==> src/rtl/stage_1_join_pkg.sv <==
// stage_1_join_pkg: shared state encodings, default widths and watchdog width helper
package stage_1_join_pkg;
  typedef enum logic [1:0] {IDLE = 2'b00, WAIT = 2'b01, DONE = 2'b11} state_e;
  localparam int DEF_FLT_W = 32;
  localparam int DEF_CORDIC_W = 22;
  localparam int DEF_NUM_CH = 2;
  localparam int DEF_TIMEOUT = 64;
  function automatic int cnt_width(input int t);
    return (t < 1) ? 1 : $clog2(t + 1);
  endfunction
endpackage

==> src/rtl/stage_1_lane_capture.sv <==
// stage_1_lane_capture: one lane's captured flag and first-strobe result registers
module stage_1_lane_capture
  import stage_1_join_pkg::*;
#(
  parameter int FW = DEF_FLT_W,
  parameter int CW = DEF_CORDIC_W
) (
  input  logic          clk,
  input  logic          rst,
  input  logic          clr_i,
  input  logic          cap_i,
  input  logic [FW-1:0] half_i,
  input  logic [FW-1:0] square_i,
  input  logic [CW-1:0] cordic_i,
  output logic          captured_o,
  output logic          take_o,
  output logic [FW-1:0] half_o,
  output logic [FW-1:0] square_o,
  output logic [CW-1:0] cordic_o
);
  logic          captured_q, captured_d;
  logic [FW-1:0] half_q, half_d, square_q, square_d;
  logic [CW-1:0] cordic_q, cordic_d;
  // only the first strobe after a launch is taken; later ones leave the slice untouched
  assign take_o = cap_i & ~captured_q;
  always_comb begin
    captured_d = clr_i ? 1'b0 : (captured_q | take_o);
    half_d     = take_o ? half_i : half_q;
    square_d   = take_o ? square_i : square_q;
    cordic_d   = take_o ? cordic_i : cordic_q;
  end
  always_ff @(posedge clk or posedge rst) begin
    if (rst) begin
      captured_q <= 1'b0;
      half_q     <= '0;
      square_q   <= '0;
      cordic_q   <= '0;
    end else begin
      captured_q <= captured_d;
      half_q     <= half_d;
      square_q   <= square_d;
      cordic_q   <= cordic_d;
    end
  end
  assign captured_o = captured_q;
  assign half_o     = half_q;
  assign square_o   = square_q;
  assign cordic_o   = cordic_q;
endmodule

==> src/rtl/stage_1_join.sv <==
// stage_1_join: launches all lanes, joins their results in any order, with watchdog and handshake
module stage_1_join
  import stage_1_join_pkg::*;
#(
  parameter int FLT_DATA_WIDTH    = DEF_FLT_W,
  parameter int CORDIC_DATA_WIDTH = DEF_CORDIC_W,
  parameter int NUM_CH            = DEF_NUM_CH,
  parameter int TIMEOUT_CYCLES    = DEF_TIMEOUT
) (
  input  logic                                clk,
  input  logic                                rst,
  input  logic                                clk_en,
  input  logic                                start,
  output logic                                lane_start,
  input  logic [NUM_CH-1:0]                   lane_done,
  input  logic [NUM_CH-1:0]                   lane_busy,
  input  logic [NUM_CH*FLT_DATA_WIDTH-1:0]    lane_half,
  input  logic [NUM_CH*FLT_DATA_WIDTH-1:0]    lane_square,
  input  logic [NUM_CH*CORDIC_DATA_WIDTH-1:0] lane_cordic,
  output logic [NUM_CH*FLT_DATA_WIDTH-1:0]    out_half,
  output logic [NUM_CH*FLT_DATA_WIDTH-1:0]    out_square,
  output logic [NUM_CH*CORDIC_DATA_WIDTH-1:0] out_cordic,
  output logic                                out_valid,
  input  logic                                out_ready,
  output logic                                done,
  output logic                                working,
  output logic                                start_drop,
  output logic                                timeout,
  output logic [NUM_CH-1:0]                   timeout_mask
);
  localparam int FW = FLT_DATA_WIDTH;
  localparam int CW = CORDIC_DATA_WIDTH;
  localparam int CNT_W = cnt_width(TIMEOUT_CYCLES);
  localparam logic [CNT_W-1:0] CNT_LAST = CNT_W'(TIMEOUT_CYCLES > 0 ? TIMEOUT_CYCLES - 1 : 0);
  state_e            state_q, state_d;
  logic [CNT_W-1:0]  cnt_q, cnt_d;
  logic [NUM_CH-1:0] mask_q, mask_d, captured, take, cap;
  logic              lane_start_q, lane_start_d, done_q, done_d;
  logic              drop_q, drop_d, timeout_q, timeout_d, working_q;
  logic              fire, all_cap, expire;
  assign fire    = start & clk_en & (state_q == IDLE);
  assign cap     = {NUM_CH{clk_en & (state_q == WAIT)}} & lane_done;
  assign all_cap = &(captured | take);
  assign expire  = (TIMEOUT_CYCLES != 0) && (cnt_q == CNT_LAST);
  for (genvar i = 0; i < NUM_CH; i++) begin : g_lane
    stage_1_lane_capture #(.FW(FW), .CW(CW)) u_cap (
      .clk        (clk),
      .rst        (rst),
      .clr_i      (fire),
      .cap_i      (cap[i]),
      .half_i     (lane_half[i*FW +: FW]),
      .square_i   (lane_square[i*FW +: FW]),
      .cordic_i   (lane_cordic[i*CW +: CW]),
      .captured_o (captured[i]),
      .take_o     (take[i]),
      .half_o     (out_half[i*FW +: FW]),
      .square_o   (out_square[i*FW +: FW]),
      .cordic_o   (out_cordic[i*CW +: CW])
    );
  end
  // completion is tested before expiry so a coinciding last capture wins
  always_comb begin
    state_d      = state_q;
    cnt_d        = cnt_q;
    mask_d       = mask_q;
    lane_start_d = 1'b0;
    done_d       = 1'b0;
    timeout_d    = 1'b0;
    drop_d       = start & clk_en & (state_q != IDLE);
    if (clk_en) begin
      case (state_q)
        IDLE: if (start) begin
          state_d      = WAIT;
          cnt_d        = '0;
          lane_start_d = 1'b1;
        end
        WAIT: begin
          cnt_d = cnt_q + 1'b1;
          if (all_cap) begin
            state_d = DONE;
            done_d  = 1'b1;
          end else if (expire) begin
            state_d   = IDLE;
            timeout_d = 1'b1;
            mask_d    = ~(captured | take);
          end
        end
        DONE: state_d = out_ready ? IDLE : DONE;
        default: state_d = IDLE;
      endcase
    end
  end
  always_ff @(posedge clk or posedge rst) begin
    if (rst) begin
      state_q      <= IDLE;
      cnt_q        <= '0;
      mask_q       <= '0;
      lane_start_q <= 1'b0;
      done_q       <= 1'b0;
      drop_q       <= 1'b0;
      timeout_q    <= 1'b0;
      working_q    <= 1'b0;
    end else begin
      state_q      <= state_d;
      cnt_q        <= cnt_d;
      mask_q       <= mask_d;
      lane_start_q <= lane_start_d;
      done_q       <= done_d;
      drop_q       <= drop_d;
      timeout_q    <= timeout_d;
      working_q    <= |lane_busy;
    end
  end
  assign lane_start   = lane_start_q;
  assign done         = done_q;
  assign out_valid    = (state_q == DONE);
  assign start_drop   = drop_q;
  assign timeout      = timeout_q;
  assign timeout_mask = mask_q;
  assign working      = working_q;
endmodule
==> config.mk <==
export PLATFORM = sky130hd
export DESIGN_NAME = stage_1_join
export DESIGN_NICKNAME = d
export VERILOG_FILES = /design/src/rtl/stage_1_join_pkg.sv /design/src/rtl/stage_1_lane_capture.sv /design/src/rtl/stage_1_join.sv
export SDC_FILE = /design/constraint.sdc
export NUM_CORES = 1
export LEC_CHECK = 0
export ABC_AREA = 1
export CAP_MARGIN = 40
export CORE_UTILIZATION = 35
export CTS_CLUSTER_DIAMETER = 50
export DETAILED_ROUTE_END_ITERATION = 6
export PLACE_DENSITY_LB_ADDON = 0.3
export SYNTH_ARGS = -nofsm -noshare
export SYNTH_HDL_FRONTEND = slang
export SYNTH_SLANG_ARGS = --single-unit
export TNS_END_PERCENT = 30
==> constraint.sdc <==
create_clock -name clk -period 17.2 [get_ports clk]
set_input_delay 3.44 -clock clk [delete_from_list [all_inputs] [get_ports clk]]
set_output_delay 3.44 -clock clk [all_outputs]
set_load 0.01 [all_outputs]
# Word-level counts from Yosys, hierarchy flattened
# Index checks and enable logic that the tools add are counted.
[totals] out_inout_bits=180 input_bits=181 register_bits=190 word_cells=63
[classes] n_addsub=1 reduce_logical=8 n_eq_ne=5 mux=19 bitwise=14
[op_table] cell="case mux 7 bit (2 select lines)" count=1
[op_table] cell="2-to-1 mux 1 bit" count=12
[op_table] cell="2-to-1 mux 2 bit" count=4
[op_table] cell="adder 7 x 1 -> 7 bit (second input constant)" count=1
[op_table] cell="== test 7 x 6 -> 1 bit (second input constant)" count=1
[op_table] cell="2-to-1 mux 7 bit" count=1
[op_table] cell="AND 1 bit" count=6
[op_table] cell="case mux 2 bit (3 select lines)" count=1
[op_table] cell="AND reduction 3 bit" count=2
[op_table] cell="AND reduction 4 bit" count=1
[op_table] cell="nonzero test 2 bit" count=2
[op_table] cell="!= test 3 bit (second input constant)" count=1
[op_table] cell="NOT 1 bit" count=3
[op_table] cell="AND 2 bit" count=1
[op_table] cell="== test 2 x 1 -> 1 bit (second input constant)" count=1
[op_table] cell="== test 2 bit (second input constant)" count=1
[op_table] cell="zero test 2 bit" count=1
[op_table] cell="!= test 2 bit (second input constant)" count=1
[op_table] cell="NOT 2 bit" count=1
[op_table] cell="OR 1 bit" count=2
[op_table] cell="OR 2 bit" count=1
[op_table] cell="AND reduction 2 bit" count=1
[op_table] cell="OR reduction 2 bit" count=1

# Depth between registers and ports, before layout
# Gate-level depths: netlist of the first run.
[depth] depth_word=9 ltp_mapped=9 depth_no_buf=8

# By module
# A second synthesis of the first run with hierarchy kept.
[unflattened] hier_cells=877 hier_area_um2=7771.2
[by_module_without_submodules] mod="stage_1_lane_capture" area_each_um2=3450.8 cells_per_inst=379 instances=2 seq_area_each_um2=2177.1
[by_module_without_submodules] mod="stage_1_join" area_each_um2=869.6 cells_per_inst=119 instances=1 seq_area_each_um2=400.4

# Least setup slack after synthesis of the first run
# No wires, ideal clock.
[synth_timing] kind="input to register" from="in clk_en" to="reg g_lane[0].u_cap.half_q[15]" t_arrival_ns=4.140 setup_time_ns=0.074 path_stages=6 required_time_ns=17.126 path_slack_ns=12.986 path_buffers=1 cell_sequence="nand2_4 -> clkinv_2 -> nand3_4 -> clkbuf_1 -> nand2_1 -> o21ai_2"
[synth_via] elab_chain_len=3
[synth_lines] element="start: declaration" line="stage_1_join.sv:12" source="input logic clk_en,"
[synth_lines] element="AND 1 bit" line="stage_1_join.sv:42" source="assign cap = {NUM_CH{clk_en & (state_q == WAIT)}} & lane_done;"
[synth_lines] element="AND 2 bit" line="stage_1_join.sv:42"
[synth_lines] element="AND 1 bit" line="stage_1_lane_capture.sv:25" source="assign take_o = cap_i & ~captured_q;"
[synth_lines] element="end signal: assignment" line="stage_1_lane_capture.sv:40" source="half_q <= half_d;"
[synth_lines] element="end: declaration" line="stage_1_lane_capture.sv:22" source="logic [FW-1:0] half_q, half_d, square_q, square_d;"
# Every way passes these cells.
# A chain may end at the register's enable or synchronous reset.

# Final worst setup path of the first run
[layout_timing] from="in clk_en" to="reg g_lane[1].u_cap.half_q[2]"
[layout_via] elab_chain_len=3
[layout_lines] element="AND 1 bit" line="stage_1_join.sv:42"
[layout_lines] element="AND 2 bit" line="stage_1_join.sv:42"
[layout_lines] element="AND 1 bit" line="stage_1_lane_capture.sv:25"
[layout_lines] element="end signal: assignment" line="stage_1_lane_capture.sv:40"
[layout_lines] element="end: declaration" line="stage_1_lane_capture.sv:22"
# Every way passes these cells.

==> metrics.txt, run 1 <==
post-DP HPWL=15300 um; crit path launch type=input port; core region area=21200 sq um; pwr dens=161 nW/um^2; die height=150 um; num rows=53; multi-input logic area=1920 sq um; Reg area=4750 sq um; CP required=17.55 ns; Max Freq=184 MHz; die area=22500 sq um; R2R Path End=g_lane[1].u_cap.half_o[2]; instance count of the mapped netlist=831; dpl cells=1437; routability cong.=0.790; total grt overflow=0; Post-Route WL=20500 um; vias in the first global route=6126; Final ANT Viol Nets=0; post-cts sizing count=0; DRC=0; period utilisation layout=31.6%; Clock Path Buffers=2; clock slew at reported path FFs=0.07 ns; outcome=complete, no violations; internal reg-to-reg setup slack=14.78 ns; Worst Tran Pin Value=0.690 ns; Reg-to-Reg Start=state_q[0]; clk sinks=190; DR vias=6359; initial antenna violation count=0; fin crit period=5.43 ns; share of cells above drive strength 1=5.03%; clock latency on the worst-skew pair=0.43 ns; post-route setup TNS=0 ns; # Post-CTS Setup Buffers=0; Synth cell types=20; Worst slew margin=54.0%; initial drt markers=281; CTS buffer count=17; Via density=4.33; Final nets=1363; Mean Syn Cell Area=9.21 sq um; post-synthesis net count=1013; Synth Flop Type=dfrtp_1; final slew viol count=0; ys async rst share=100%; nature of the critical path endpoint=register; Pre-antenna DRT Iters=5; Pwr Total=0.00194 W; Hold Crit Class=register to register; largest net degree at the start of global routing=96; leakage power=5.97 nW; Setup CP Type=input port to register; Ports=361; Hold Path Sink=g_lane[1].u_cap.half_o[13]; Non-Filler Instances=1469; Yosys reg bits=190; number of setup violations in the final report=0; Max VDD drop=0.0868 mV; number of synthesized flops with an enable pin=0; CP max FO=67; Yosys Warn Count=0; WL/cell=14.0 um; Die Wd=150 um; commonest non-fill, non-tap cells in the layout=360 x clkdlybuf4s50_1, 199 x nand2_1, 190 x dfrtp_1; commonest non-fill, non-tap cell in the layout=clkdlybuf4s50_1; CTS tree=built; port buffer count=360; initial core utilization=36.1%; CTS root buffer=clkbuf_16; crit path DAT=5.78 ns; R2R depth=9; unrepaired setup endpoints after global routing=false; Post-CTS Hold Buffers=0; CTS HTree Levels=4; P&R area growth vs syn=57.4%; MaxCap Viol Count=0; WHS Path Cells=2; Fin. Hold Viols=0; sequential fraction of the synthesis area=62.1%; hold path startpoint=g_lane[1].u_cap.half_o[13]; # diodes=0; global-route wire length before repair=32300 um; worst clock skew=0.00835 ns; Mapped Area=7650 sq um; total track usage=18.7%; fill cell count=1904
## synth_stat cells, types with 2 or more instances
library cell	n	area share [%]
nand2_1	199	9.8
dfrtp_1	190	62
inv_1	187	9.2
o21ai_1	160	10
buf_6	18	2.6
clkbuf_1	18	0.88
o21ai_2	12	1.4
nand3_1	10	0.65
nor2_1	9	0.44
o21ai_0	8	0.52
a21oi_1	7	0.46
nand4_1	3	0.25
nand3_4	2	0.46
or2_2	2	0.16
## registers in the layout (all words and copies together) (netlist names)
name,count
cnt_q,7
timeout,1
g_lane.u_cap.half_o,64
g_lane.u_cap.square_o,64
working,1
lane_start,1
g_lane.u_cap.cordic_o,44
start_drop,1
g_lane.u_cap.captured_o,2
timeout_mask,2
state_q,2
done,1
## area by class of cell
class | instances | area share [%]
Timing Repair Buffer | 367 | 31.0
Tap cell | 275 | 2.86
Clock inverter | 14 | 1.11
Clock buffer | 18 | 3.65
Multi-Input combinational cell | 416 | 15.9
Sequential cell | 190 | 39.5
Inverter | 189 | 5.96
## per-stage QoR
| step | setup slack, ns | cell area (sq um) | utilization (%) | hold WS [ns] |
|---|---|---|---|---|
| after floorplan | 8.59 | 7650 | - | 0.478 |
| after global routing | 11.54 | 12000 | 56.8 | 0.513 |
| after detailed placement | 11.29 | 11500 | 54.1 | 0.466 |
| after CTS | 11.74 | 12000 | 56.8 | 0.483 |
| after global placement | 11.05 | 11400 | 53.5 | 0.465 |
| final | 11.77 | 12000 | 56.8 | 0.480 |
## kinds of logic (layout without fill, tap and decap cells)
logic type	Yosys count	in the layout	synth area share, %
AO/OA/AOI/OAI	187	187	12.8
buffers and inverters	225	588	12.8
adder cells (fa/ha/maj)	1	1	0.163
flip-flops	190	190	62.1
AND/OR/NAND/NOR	228	228	12.1
## power by group
part           switching, W  internal [W]  leakage, nW
combinational      0.000353      0.000453         3.31
clock              0.000183      0.000207        0.277
sequential         0.000105      0.000640         2.39
## critical path: stages
cell             delay (ns)
clkdlybuf4s50_1        0.54
nand2_4                0.17
clkinv_2               0.11
nand3_4                0.36
buf_16                 0.30
buf_4                  0.59
nand2_1                0.11
o21ai_1                0.12
## routing by layer
layer	vias up	part of all wire (%)	global-route usage, %
met3	35	7.8	5.58
li1	3234	-	-
met4	0	3.0	8.84
met2	237	49	30.4
met5	-	0	0
met1	2853	40	22.6
## how the worst max path moves through the flow
stage               startpoint                          end  slack (ns)  cells past startpoint
floorplan                  rst                     cnt_q[0]        8.59                      1
global placement        clk_en  g_lane[1].u_cap.square_o[9]       11.05                      7
detailed placement      clk_en    g_lane[1].u_cap.half_o[2]       11.29                      8
CTS                     clk_en    g_lane[1].u_cap.half_o[2]       11.74                      8
global route            clk_en  g_lane[1].u_cap.cordic_o[5]       11.54                      8
finish                  clk_en    g_lane[1].u_cap.half_o[2]       11.77                      8
No activity file was read; power rests on OpenSTA's default activity.
==> inputs of run 2 (changes only) <==
==> constraint.sdc (replaced) <==
create_clock -name clk -period 5.4 [get_ports clk]
set_input_delay 1.08 -clock clk [delete_from_list [all_inputs] [get_ports clk]]
set_output_delay 1.08 -clock clk [all_outputs]
set_load 0.01 [all_outputs]
==> run 2 against run 1 <==
Against the previous run: global-route usage down 0.65 points; worst hold slack better by 0.0072 ns; die area unchanged; clock skew up 0.0049 ns; critical path type unchanged; largest power group unchanged; highest routed layer unchanged.
==> metrics.txt, run 2 (synthesized netlist as in run 1, its figures left out) <==
R2R depth=8 (was 9); share of cells above drive strength 1=4.86% (was 5.03%); Reg-to-Reg Start=state_q[0] (unchanged); Hold Crit Class=register to register (unchanged); CP max FO=105 (was 67); Die Wd=150 um (unchanged); total grt overflow=0 (unchanged); routability cong.=0.804 (was 0.790); crit path launch=clk_en (unchanged); Pre-antenna DRT Iters=5 (unchanged); R2R Path End=g_lane[1].u_cap.square_o[11] (was g_lane[1].u_cap.half_o[2]); Critical Path Stages=7 (was 8); MaxCap Viol Count=0 (unchanged); CTS buffer count=17 (unchanged); largest net degree at the start of global routing=106 (was 96); initial drt markers=262 (was 281); crit path launch type=input port (unchanged); total track usage=18.0% (was 18.7%); Max VDD drop=0.217 mV (was 0.0868 mV); core region area=21200 sq um (unchanged); Design Area, Final=12000 sq um (about the same); initial core utilization=36.1% (unchanged); CTS tree=built (unchanged); # Post-CTS Setup Buffers=0 (unchanged); worst stage delay on the critical path=0.61 ns (was 0.59 ns); CTS HTree Levels=4 (unchanged); P&R area growth vs syn=56.4% (was 57.4%); Ports=361 (unchanged); CTS root buffer=clkbuf_16 (unchanged); Max Freq=341 MHz; unrepaired setup endpoints after global routing=false (unchanged); PnR worst setup slack=2.47 ns (was 11.77 ns); die height=150 um (unchanged); clk sinks=190 (unchanged); period utilisation layout=54.3%; Setup WS pre-CTS=2.09 ns (was 11.29 ns); vias in the first global route=6046 (was 6126); commonest non-fill, non-tap cell in the layout=clkdlybuf4s50_1 (unchanged); Final ANT Viol Nets=0 (unchanged); dpl cells=1436 (was 1437); WHS=0.487 ns (was 0.480 ns); outcome=complete, no violations (unchanged); num rows=53 (unchanged); initial antenna violation count=1 (was 0); Clock Path Buffers=2 (unchanged); number of setup violations in the final report=0 (unchanged); Critical path buffers and inverters=3 (was 4); internal reg-to-reg setup slack=3.03 ns (was 14.78 ns); WL/cell=13.7 um (was 14.0 um); area post-placement=11400 sq um (was 11500 sq um); critical path, cell by cell=clkdlybuf4s50_1 > nand2_4 > clkinv_2 > nand3_4 > buf_12 > nand2_1 > o21ai_1 (was clkdlybuf4s50_1 > nand2_4 > clkinv_2 > nand3_4 > buf_16 > buf_4 > nand2_1 > o21ai_1); post-route setup TNS=0 ns (unchanged); Worst slew margin=48.5% (was 54.0%); commonest non-fill, non-tap cells in the layout=360 x clkdlybuf4s50_1, 199 x nand2_1, 190 x dfrtp_1 (unchanged); clock latency on the worst-skew pair=0.43 ns (about the same); Final nets=1362 (was 1363); Via density=4.34 (was 4.33); Worst Tran Pin Value=0.772 ns (was 0.690 ns); clock slew at reported path FFs=0.07 ns (about the same); leakage power=5.94 nW (was 5.97 nW); final slew viol count=0 (unchanged); Post-CTS Hold Buffers=0 (unchanged); CP top delay family=buffers and inverters (unchanged); port buffer count=360 (unchanged); nature of the critical path endpoint=register (unchanged); Setup crit end=g_lane[1].u_cap.square_o[11] (was g_lane[1].u_cap.half_o[2]); slowest CP cell=clkdlybuf4s50_1 (was buf_4); post-DP HPWL=14700 um (was 15300 um); CP required=5.68 ns (was 17.55 ns); worst clock skew=0.0132 ns (was 0.00835 ns); DR vias=6371 (was 6359); pwr dens=513 nW/um^2 (was 161 nW/um^2); DRC=0 (unchanged); Fin. Hold Viols=0 (unchanged); global-route wire length before repair=31200 um (was 32300 um); Setup CP Type=input port to register (unchanged); post-cts sizing count=0 (unchanged); crit path DAT=3.21 ns (was 5.78 ns); Post-Route WL=20100 um (was 20500 um); fin crit period=2.93 ns; die area=22500 sq um (unchanged); Non-Filler Instances=1469 (unchanged)
## run 2: cell count changes in the layout (fill, tap and decap cells not counted)
cell	before	now
buf_12	0	2
buf_16	4	0
buf_4	3	4
bufinv_16	1	0
clkbuf_1	0	1
clkinv_2	4	2
clkinv_4	1	3
clkinvlp_4	3	2
diode_2	0	1
inv_8	3	4
## run 2: area by class of cell
type / instances / area, sq um
fillers: 1912 / 9250
flip-flops and latches: 190 / 4750
repair buffers: 366 / 3670
multi-input cells: 416 / 1920
inverters: 189 / 714
clock buffers: 19 / 443
well taps: 275 / 344
clock inverters: 13 / 119
diodes: 1 / 2.50
## run 2: power by group
part	internal [W]	switching, W	leakage [nW]	total, W
clock network	0.000623	0.000591	0.277	0.00121
registers	0.00204	0.000335	2.39	0.00237
logic	0.00143	0.00112	3.27	0.00255
## run 2: how the worst min path moves through the flow
stage | start | to | slack (ns) | cells past startpoint
final | g_lane[1].u_cap.cordic_o[17] | g_lane[1].u_cap.cordic_o[17] | 0.49 | 2
after global routing | g_lane[0].u_cap.half_o[15] | g_lane[0].u_cap.half_o[15] | 0.51 | 2
after CTS | g_lane[0].u_cap.half_o[15] | g_lane[0].u_cap.half_o[15] | 0.49 | 2
after detailed placement | g_lane[1].u_cap.half_o[12] | g_lane[1].u_cap.half_o[12] | 0.47 | 2
after global placement | g_lane[1].u_cap.half_o[10] | g_lane[1].u_cap.half_o[10] | 0.47 | 2
after floorplan | cnt_q[4] | cnt_q[4] | 0.48 | 1
## run 2: metrics by stage
step	util (%)	power (W)
2_1_floorplan	-	0.00343
3_3_place_gp	53.7	0.00491
3_5_place_dp	53.7	0.00497
4_1_cts	56.4	0.00622
5_1_grt	56.4	0.00654
6_report	56.4	0.00614
## run 2: metal layers
layer,GRT usage [%],routed length [um],up-vias
li1,-,-,3226
met2,30.3,10100,221
met4,6.87,354,0
met1,21.6,8100,2906
met5,0,0,-
met3,5.52,1550,18
## run 2: worst min-delay path: stages, from the launching register on
cell and delay [ns]:
dfrtp_1 0.34, nand2_1 0.05, o21ai_1 0.06
==> patch, RTL diff (settings of run 1) <==
Compare `cnt_q` against `CNT_LAST` with >= in place of ==.
--- a/src/rtl/stage_1_join.sv
+++ b/src/rtl/stage_1_join.sv
@@ -42,5 +42,5 @@
   assign cap     = {NUM_CH{clk_en & (state_q == WAIT)}} & lane_done;
   assign all_cap = &(captured | take);
-  assign expire  = (TIMEOUT_CYCLES != 0) && (cnt_q == CNT_LAST);
+  assign expire  = (TIMEOUT_CYCLES != 0) && (cnt_q >= CNT_LAST);
   for (genvar i = 0; i < NUM_CH; i++) begin : g_lane
     stage_1_lane_capture #(.FW(FW), .CW(CW)) u_cap (
Check against the original RTL: same outputs for any inputs over 4 cycles, from zero or initial values and one cycle with rst high; that may be too few to reach the edited logic, so the function may still have changed.
==> patch against run 1 <==
Via count decreased by 0.17%; synthesized cell count fell by 0.12%; critical endpoint is now g_lane[1].u_cap.cordic_o[15]; wire length shrank 0.57%; cell area grew 0.10%; sequential cell count unchanged; worst setup slack better by 150 ps; fmax up 2.9%; power is 1.8% higher; area after synthesis about the same; cell count is 0.14% lower.
==> patch: results (changes against run 1) <==
** Detailed routing
- Via Count :: 6348 (-0.17%)
- The count of TritonRoute iterations in the first routing pass is 4 (-1).
- The aggregate routed wire length is 20400 um (-0.57%).
- The routed length per placed instance came to 13.9 um (-0.43%).

** Placement
- The detailed-placement wirelength estimate is 14900 um (-2.2%).
- The minimum setup slack after placement was 11530 ps (+243 ps).
- The last weighted congestion value of the routability-driven placer came to 0.792 (+0.24%).
- Cell area after placement :: 0.0115 mm2 (about the same)

** Finish
- The number of fill cells in the layout came to 1896 (-0.42%).
- Final net count :: 1362 (-0.073%)

** Synth
- Synthesized area divided by synthesized cell count :: 9.22 um2 (+0.14%)
- The number of library cell types mapped by synthesis came to 25 (+25%).
- Cell types with the largest area share after synthesis :: dfrtp_1 (62%), o21ai_1 (11%), nand2_1 (9.8%)
- Leading cell types by count after synthesis :: nand2_1 (200), dfrtp_1 (190), inv_1 (186), o21ai_1 (162), buf_6 (18)

** Setup path
- The largest incremental delay on the critical path was 650 ps (+60 ps).
- Data arrival time at the worst-slack endpoint :: 5630 ps (-150 ps)
- Setup slack, reg-to-reg :: 14870 ps (+90 ps)

** Power
- Leakage power total :: 5.96 nW (-0.17%)

** Global route
- Number of global-route vias before repair :: 6065 (-1.0%)
- The total global routing track utilization was 18.4% (-0.31 points).
- Largest net degree at the start of global routing :: 98 (+2.1%)
- Global-route wire length before repair :: 31700 um (-2.1%)

** Worst hold path
- Terminating pin of the worst hold path :: g_lane[1].u_cap.cordic_o[16]
- Hold path start :: g_lane[1].u_cap.cordic_o[16]

** Timing
- The slew at the pin closest to its max-slew limit is 779 ps (+89.8 ps).
- Maximum clock skew at final layout :: 14.4 ps (+6.05 ps)

** Outcome
- Result of the run :: finished, final reports clean
-- patch: area by class of cell --
type	instances	area share, %
flip-flops and latches	190	39.4
multi-input cells	416	15.9
inverters	188	5.94
well taps	275	2.85
clock inverters	12	1.27
clock buffers	19	3.67
repair buffers	367	30.9
-- patch: where the power goes --
part | internal (W) | switching [W] | leakage, nW
Clock | 0.000223 | 0.000183 | 0.287
Combinational | 0.000458 | 0.000362 | 3.29
Sequential | 0.000642 | 0.000109 | 2.39
-- patch: metal layers --
layer	vias to the layer above	track usage (%)	part of all wire, %
met4	0	7.32	2.3
li1	3227	-	-
met2	256	30.0	47
met1	2834	21.6	40
met3	31	7.38	11
met5	-	0	0
-- patch: kinds of logic (layout without fill, tap and decap cells) --
logic type,count (synthesis),in the layout,share of synthesized area (%)
AOI/OAI and AO/OA,185,185,12.7
xor gates and xnor gates,2,2,0.229
adders and majority gates,1,1,0.163
buffers and inverters,224,586,12.8
DFF,190,190,62.1
and+or+nand+nor,228,228,11.9
-- patch: worst max path at each step --
| stage | cells after the start | slack [ps] | from | to |
|---|---|---|---|---|
| final | 8 | 11920 | clk_en | g_lane[1].u_cap.cordic_o[15] |
| after global routing | 8 | 11730 | clk_en | g_lane[1].u_cap.cordic_o[9] |
| after CTS | 8 | 11980 | clk_en | g_lane[1].u_cap.cordic_o[15] |
| after detailed placement | 8 | 11530 | clk_en | g_lane[1].u_cap.cordic_o[15] |
| after global placement | 7 | 11190 | clk_en | g_lane[0].u_cap.half_o[19] |
| after floorplan | 1 | 8590 | rst | cnt_q[0] |
-- patch: through the flow --
stage / hold slack, ps / util [%]
finish: 483 / 56.8
detailed placement: 470 / 54.0
global route: 511 / 56.8
floorplan: 487 / -
CTS: 490 / 56.8
global placement: 465 / 53.5
